**src/rtl/boot_loader_6502.sv**
```systemverilog
// rtl/boot_loader_6502.sv - UART-fed program loader and CPU reset sequencer for a 6502 subsystem
//
// Holds the 6502 in reset and receives a framed image:
//   0xA5, LEN_HI, LEN_LO, LEN data bytes, CSUM
// Data bytes are written into RAM starting at LoadStart. The frame passes
// when (sum of data bytes + CSUM) mod 256 == 0. After a pass the CPU reset is
// released ReleaseDelay cycles later. Any failure (oversize length, bad
// checksum, inter-byte idle timeout) reports error_o and waits for the next
// magic byte with the CPU still in reset.
//
// Ports:
//   clk_i       in   1  system clock
//   reset_i     in   1  synchronous active-high reset
//   rx_data_i   in   8  received byte
//   rx_valid_i  in   1  one-cycle strobe qualifying rx_data_i
//   ram_addr_o  out 16  RAM byte address of the write
//   ram_data_o  out  8  RAM write data
//   ram_we_o    out  1  RAM write enable, one cycle per data byte
//   cpu_reset_o out  1  CPU/peripheral reset request
//   busy_o      out  1  a frame is in progress
//   done_o      out  1  last load passed, CPU released
//   error_o     out  1  last frame failed (sticky until next magic byte)
module boot_loader_6502 #(
  parameter int unsigned LoadStart     = 'h0200,
  parameter int unsigned RAM_Size      = 4102,
  parameter int unsigned ReleaseDelay  = 16,
  parameter int unsigned TimeoutCycles = 5000000
) (
  input  logic        clk_i,
  input  logic        reset_i,
  input  logic [7:0]  rx_data_i,
  input  logic        rx_valid_i,
  output logic [15:0] ram_addr_o,
  output logic [7:0]  ram_data_o,
  output logic        ram_we_o,
  output logic        cpu_reset_o,
  output logic        busy_o,
  output logic        done_o,
  output logic        error_o
);

  localparam logic [7:0]  Magic  = 8'hA5;
  // Largest image that keeps every write inside [LoadStart, RAM_Size-7].
  localparam int unsigned MaxLen = RAM_Size - 6 - LoadStart;
  // Idle counter only ever holds 0..TimeoutCycles-1.
  localparam int unsigned IdleW    = $clog2(TimeoutCycles);
  localparam logic [IdleW-1:0] IdleLast = IdleW'(TimeoutCycles - 1);
  localparam logic [7:0]  RelLast  = 8'(ReleaseDelay - 1);

  typedef enum logic [2:0] {
    S_WAIT_MAGIC,
    S_LEN_HI,
    S_LEN_LO,
    S_DATA,
    S_CSUM,
    S_RELEASE,
    S_RUN,
    S_ERROR
  } state_t;

  state_t           state_q, state_d;
  logic [7:0]       len_hi_q, len_hi_d;
  logic [15:0]      ptr_q, ptr_d;
  logic [15:0]      left_q, left_d;
  logic [7:0]       sum_q, sum_d;
  logic [IdleW-1:0] idle_q, idle_d;
  logic [7:0]       rel_q, rel_d;

  logic [15:0] addr_d;
  logic [7:0]  data_d;
  logic        we_d, cpu_reset_d, busy_d, done_d, error_d;

  logic        go_error;
  logic [15:0] full_len;
  logic [7:0]  sum_plus_byte;

  always_ff @(posedge clk_i) begin
    if (reset_i) begin
      state_q     <= S_WAIT_MAGIC;
      len_hi_q    <= '0;
      ptr_q       <= '0;
      left_q      <= '0;
      sum_q       <= '0;
      idle_q      <= '0;
      rel_q       <= '0;
      ram_addr_o  <= '0;
      ram_data_o  <= '0;
      ram_we_o    <= 1'b0;
      cpu_reset_o <= 1'b1;
      busy_o      <= 1'b0;
      done_o      <= 1'b0;
      error_o     <= 1'b0;
    end else begin
      state_q     <= state_d;
      len_hi_q    <= len_hi_d;
      ptr_q       <= ptr_d;
      left_q      <= left_d;
      sum_q       <= sum_d;
      idle_q      <= idle_d;
      rel_q       <= rel_d;
      ram_addr_o  <= addr_d;
      ram_data_o  <= data_d;
      ram_we_o    <= we_d;
      cpu_reset_o <= cpu_reset_d;
      busy_o      <= busy_d;
      done_o      <= done_d;
      error_o     <= error_d;
    end
  end

  always_comb begin
    state_d       = state_q;
    len_hi_d      = len_hi_q;
    ptr_d         = ptr_q;
    left_d        = left_q;
    sum_d         = sum_q;
    idle_d        = idle_q;
    rel_d         = rel_q;
    addr_d        = ram_addr_o;
    data_d        = ram_data_o;
    we_d          = 1'b0;
    cpu_reset_d   = cpu_reset_o;
    busy_d        = busy_o;
    done_d        = done_o;
    error_d       = error_o;
    go_error      = 1'b0;
    full_len      = {len_hi_q, rx_data_i};
    sum_plus_byte = sum_q + rx_data_i;

    case (state_q)
      // ERROR lasts a single cycle and already listens for the next magic
      // byte, so a frame that follows a failure immediately is not lost.
      S_WAIT_MAGIC, S_ERROR, S_RUN: begin
        if (state_q == S_ERROR) state_d = S_WAIT_MAGIC;
        if (rx_valid_i && rx_data_i == Magic) begin
          state_d     = S_LEN_HI;
          busy_d      = 1'b1;
          error_d     = 1'b0;
          done_d      = 1'b0;
          cpu_reset_d = 1'b1;
          sum_d       = 8'h00;
          idle_d      = '0;
        end
      end

      S_LEN_HI: begin
        if (rx_valid_i) begin
          len_hi_d = rx_data_i;
          state_d  = S_LEN_LO;
        end
      end

      S_LEN_LO: begin
        if (rx_valid_i) begin
          if (32'(full_len) > MaxLen) begin
            go_error = 1'b1;
          end else if (full_len == 16'd0) begin
            state_d = S_CSUM;
          end else begin
            state_d = S_DATA;
            ptr_d   = 16'(LoadStart);
            left_d  = full_len;
          end
        end
      end

      S_DATA: begin
        if (rx_valid_i) begin
          we_d   = 1'b1;
          addr_d = ptr_q;
          data_d = rx_data_i;
          ptr_d  = ptr_q + 16'd1;
          sum_d  = sum_plus_byte;
          left_d = left_q - 16'd1;
          if (left_q == 16'd1) state_d = S_CSUM;
        end
      end

      S_CSUM: begin
        if (rx_valid_i) begin
          sum_d = sum_plus_byte;
          if (sum_plus_byte == 8'h00) begin
            state_d = S_RELEASE;
            rel_d   = 8'h00;
          end else begin
            go_error = 1'b1;
          end
        end
      end

      S_RELEASE: begin
        if (rel_q == RelLast) begin
          state_d     = S_RUN;
          cpu_reset_d = 1'b0;
          done_d      = 1'b1;
          busy_d      = 1'b0;
        end else begin
          rel_d = rel_q + 8'd1;
        end
      end

      default: state_d = S_WAIT_MAGIC;
    endcase

    // Inter-byte watchdog inside a frame. A byte arriving on the expiry
    // cycle clears the counter and suppresses the timeout.
    if (state_q inside {S_LEN_HI, S_LEN_LO, S_DATA, S_CSUM}) begin
      if (rx_valid_i) begin
        idle_d = '0;
      end else if (idle_q == IdleLast) begin
        go_error = 1'b1;
      end else begin
        idle_d = idle_q + 1'b1;
      end
    end

    if (go_error) begin
      state_d     = S_ERROR;
      error_d     = 1'b1;
      busy_d      = 1'b0;
      done_d      = 1'b0;
      cpu_reset_d = 1'b1;
      idle_d      = '0;
    end
  end

endmodule

```
**config.mk**
```make
export PLATFORM = sky130hd
export DESIGN_NAME = boot_loader_6502
export DESIGN_NICKNAME = d
export VERILOG_FILES = /design/src/rtl/boot_loader_6502.sv
export SDC_FILE = /design/constraint.sdc
export NUM_CORES = 1
export LEC_CHECK = 0
export CORE_AREA = 2 2 142 144
export CTS_CLUSTER_DIAMETER = 30
export CTS_CLUSTER_SIZE = 20
export DETAILED_ROUTE_END_ITERATION = 12
export DIE_AREA = 0 0 144 146
export HOLD_SLACK_MARGIN = 0.02
export PLACE_DENSITY_LB_ADDON = 0.05
export SLEW_MARGIN = 25
export SYNTH_ARGS = -nofsm -noshare
export SYNTH_HDL_FRONTEND = slang
export SYNTH_SLANG_ARGS = --single-unit
```
**constraint.sdc**
```tcl
create_clock -name clk_i -period 3.76 [get_ports clk_i]
set_input_delay 0.564 -clock clk_i [delete_from_list [all_inputs] [get_ports clk_i]]
set_output_delay 0.564 -clock clk_i [all_outputs]
set_load 0.01 [all_outputs]
```
==> results.md <==
Run status:
- The run finished with clean final reports.

Layout:
- The growth of design area from synthesis to finish is 18.2%.
- The antenna diode instance count is 0.
- For this run, the share of the core covered by cells in the final layout is 0.352.
- The net total in the final layout is 774.
- Of the cells placed in the final design, the portion with a size suffix greater than 1 is 0.0875.
- The filler cells instantiated in the layout total 2055.

STA:
- Setup violations remaining at the end of the flow were counted as 0.
- At the pin with the least slew margin, the transition time is around 0.8 ns.
- After routing, the total negative slack on setup checks comes to 0 ns.
- Setup repair after global routing left no endpoint under its margin.
- In this run the tightest slew margin relative to its limit is 0.451.
- The clock arrives with between 0.009 and 0.01 ns of skew.
- The final max-slew violation count is 0.
- Based on the critical path, the design can be clocked at up to around 310 MHz.
- The final number of hold-violating endpoints came to 0.
- For the finished layout, the period the worst path requires is about 3.2 ns.
- The final critical-path share of the clock period is 0.846.

Drt:
- Dividing the detail-routed via count by the number of cells gives about 5.
- The number of iterations in the first detailed-routing pass is 4.
- The remaining number of nets flagged by the antenna check after routing is 0.
- The first routing iteration left 300 violations.
- The total via count after detailed routing is approximately 5100.
- The final layout contains routed wiring with a total length of ~16000 µm.
- In the routed design, unresolved DRC markers number 0.
- The final routed wire length divided by cell count is between 15 and 20 µm.

Clock network:
- The total clock buffers created by CTS is 9.
- TritonCTS built the clock tree.
- Buffers added to address setup during post-CTS repair amount to 0.
- The count of hold buffers inserted by post-cts repair is 0.
- The cell sitting at the root of the clock tree is a clkbuf_16.
- Post-CTS repair changed the size of 0 cells.
- The later pin in the worst-skew pair is clocked with a latency of 0.36 ns.
- The clock transition at the registers of the reported paths is about 0.08 ns.
- The number of sinks handled by clock tree synthesis is ~110.
- The number of levels in the clock H-tree is 3.
- The clock passes through at most 2 buffers.

Pwr:
- Of the total power, the share spent switching nets is 0.332.
- The switching power is about 0.001 W.
- The clock share of power is 0.336.
- The internal power of the cells totals around 0.0020 W.
- For this design the ratio of total power to cell area is between 400 and 500 mW/mm².
- The share of total power dissipated in sequential elements is 0.420.
- In this run the static leakage power is 2.51 nW.
- Across the VDD grid, the largest voltage drop is a little over 0.2 mV.
- The total power is 0.00305 W.
- The relative contribution of combinational cells to total power is 0.244.

Synth:
- The synthesis-stage register bit count is between 100 and 150.
- The fraction of synthesis flops using an asynchronous set or reset pin is 0.
- After synthesis, the cell types taking the most area are dfxtp_1 (39%), nand2_1 (6.9%), nor2_1 (5.7%).
- By instance count, the leading cell after synthesis is dfxtp_1.
- The number of enable-type register cells in the synthesized netlist is 0.
- The count of unique library cells instantiated by Yosys is between 60 and 70.
- Sorting the synthesized cells by how often they occur yields dfxtp_1 (111), nand2_1 (106), nor2_1 (87).
- Each instance of the synthesized netlist takes up on average a little over 8 µm².
- The number of nets in the synthesized netlist is 737.
- The share of the synthesized area in the top cell type is 0.387.
- The synthesized cell area is about 0.0057 mm².
- The cell count after synthesis came out at ~710.
- For this run, the leading register cell type out of synthesis is dfxtp_1.
- The number of warnings printed during yosys synthesis is 0.
- Of the synthesized area, sequential elements account for 0.387.
- Summed over all instances, the cell type with the most area after synthesis is dfxtp_1.

Min path:
- The class of the tightest hold or removal check is reg2reg.
- The worst hold path was traced through 2 stages.

Placed design:
- The number of port buffers is 39.
- The half-perimeter wire length of the detailed placement result is 11400 µm.
- The final weighted congestion in routability-driven placement is about 0.8.

Global route:
- The initial antenna violation count was 0.
- In the global route stage, overall resource usage came out at 0.157.
- The number of global-route vias before repair was slightly below 5000.
- The global-route wire length before repair is between 20000 and 30000 µm.
- The total grt overflow is 0.
- Entering global routing, the biggest net connects 37 pins.

Die:
- The core region is slightly below 0.02 mm².
- The starting density of the core is 0.297.
- The floorplan die height is approximately 150 µm.
- The die outline width is between 100 and 150 µm.
- The I/O pin count is 40.
- The floorplan step defined a die boundary enclosing 0.0210 mm².
- The initialized floorplan defines 51 standard-cell rows.

Critical path:
- The worst reg-to-reg path cell count is 9.
- The critical path required time is roughly 4.1 ns.
- The arrival time of data at the critical path endpoint is around 3.5 ns.
- The maximum fanout count along the critical path is 26.
- The type of the worst setup path is in2reg.
- STA classifies the critical path endpoint as a flip-flop.
- STA classifies the critical path startpoint as an input port.

Job:
- The max-cap check violation count is 0.
## logic make-up (layout without fill, tap and decap cells)
| group | after synthesis | after routing | share of synthesized area |
|---|---|---|---|
| compound gates | 153 | 153 | 0.179 |
| flops | 111 | 111 | 0.387 |
| buf+inv | 52 | 94 | 0.0401 |
| xor+xnor | 36 | 36 | 0.0562 |
| simple gates | 331 | 331 | 0.280 |
| mux | 15 | 15 | 0.0266 |
| fa+ha+maj | 14 | 14 | 0.0318 |
## state kept, by name, summed over array words and instances, names as in the netlist
signal	flops
busy_o	1
cpu_reset_o	1
done_o	1
error_o	1
idle_q	23
left_q	16
len_hi_q	8
ptr_q	16
ram_addr_o	16
ram_data_o	8
ram_we_o	1
rel_q	8
state_q	3
sum_q	8
## cells in the final DEF, fill, tap and decap left out, types with 4 or more instances in the layout
cell type,Yosys,final
nor3_1,17,17
and4_1,5,5
inv_1,15,15
clkbuf_16,0,9
a22oi_1,15,15
dfxtp_1,111,111
o21a_1,4,4
a21boi_0,4,4
and3_1,29,29
xor2_1,26,26
or2_2,5,5
and2_1,7,7
o21ai_0,29,29
ha_1,13,13
nand4_1,16,16
o22ai_1,4,4
buf_4,2,22
or3_1,6,6
a211oi_1,5,5
xnor2_1,9,9
mux2i_1,13,13
clkdlybuf4s50_1,0,38
nor4_1,8,8
a21oi_1,49,48
nand2_1,106,106
a21o_1,6,6
o211ai_1,4,4
nor2_1,87,87
nand3_1,27,27
a31oi_1,5,5
## worst max-delay path: stages
cell and delay, ns:
clkdlybuf4s50_1 0.42, ha_1 0.23, fa_1 0.43, xor2_1 0.19, or3_1 0.33, nor3_2 0.26, o2111ai_4 0.18, a2111oi_4 0.45
buf_12 0.21, a21boi_0 0.19
## per-layer routing
layer / vias up / routed length, µm / GRT usage / share of wire
met1: 2400 / 7520 / 0.209 / 0.48
met4: 0 / 233 / 0.0412 / 0.015
li1: 2586 / - / - / -
met2: 74 / 7550 / 0.255 / 0.48
met3: 17 / 451 / 0.0355 / 0.029
met5: - / 0 / 0 / 0
## final cells by class
| type | instances | area, µm² | share of cell area |
|---|---|---|---|
| clock buffers | 10 | 239 | 0.0352 |
| multi-input cells | 549 | 3300 | 0.485 |
| flip-flops and latches | 111 | 2220 | 0.327 |
| clock inverters | 6 | 73.8 | 0.0109 |
| well taps | 265 | 332 | 0.0488 |
| inverters | 16 | 60.1 | 0.00884 |
| repair buffers | 62 | 571 | 0.0839 |
## power by group through the flow
stage,combinational [W],clock [W],sequential (W)
after CTS,0.000750,0.00107,0.00128
after global routing,0.000845,0.00111,0.00129
after floorplan,0.000574,0,0.00127
final,0.000746,0.00103,0.00128
after global placement,0.000742,0,0.00131
after detailed placement,0.000745,0,0.00131
## worst paths after layout
check / startpoint / endpoint / slack (ns)
setup / recovery: rx_data_i[0] / idle_q[22] / 0.58
hold / removal: ram_addr_o[1] / ram_addr_o[1] / 0.46
setup reg to reg: sum_q[0] / idle_q[22] / 0.91
hold reg to reg: ram_addr_o[1] / ram_addr_o[1] / 0.46
## metrics by stage
step                      hold WS, ns  area [µm²]  worst slack, ns  cells
after CTS                       0.460        6800            0.557   1019
after detailed placement        0.448        6480            0.206   1003
after global routing            0.477        6800            0.386   1019
after global placement          0.444        6480            0.232   1003
final                           0.457        6800            0.578   1019
after floorplan                 0.444        5750            0.763    712
No activity file was read; power rests on OpenSTA's default activity.
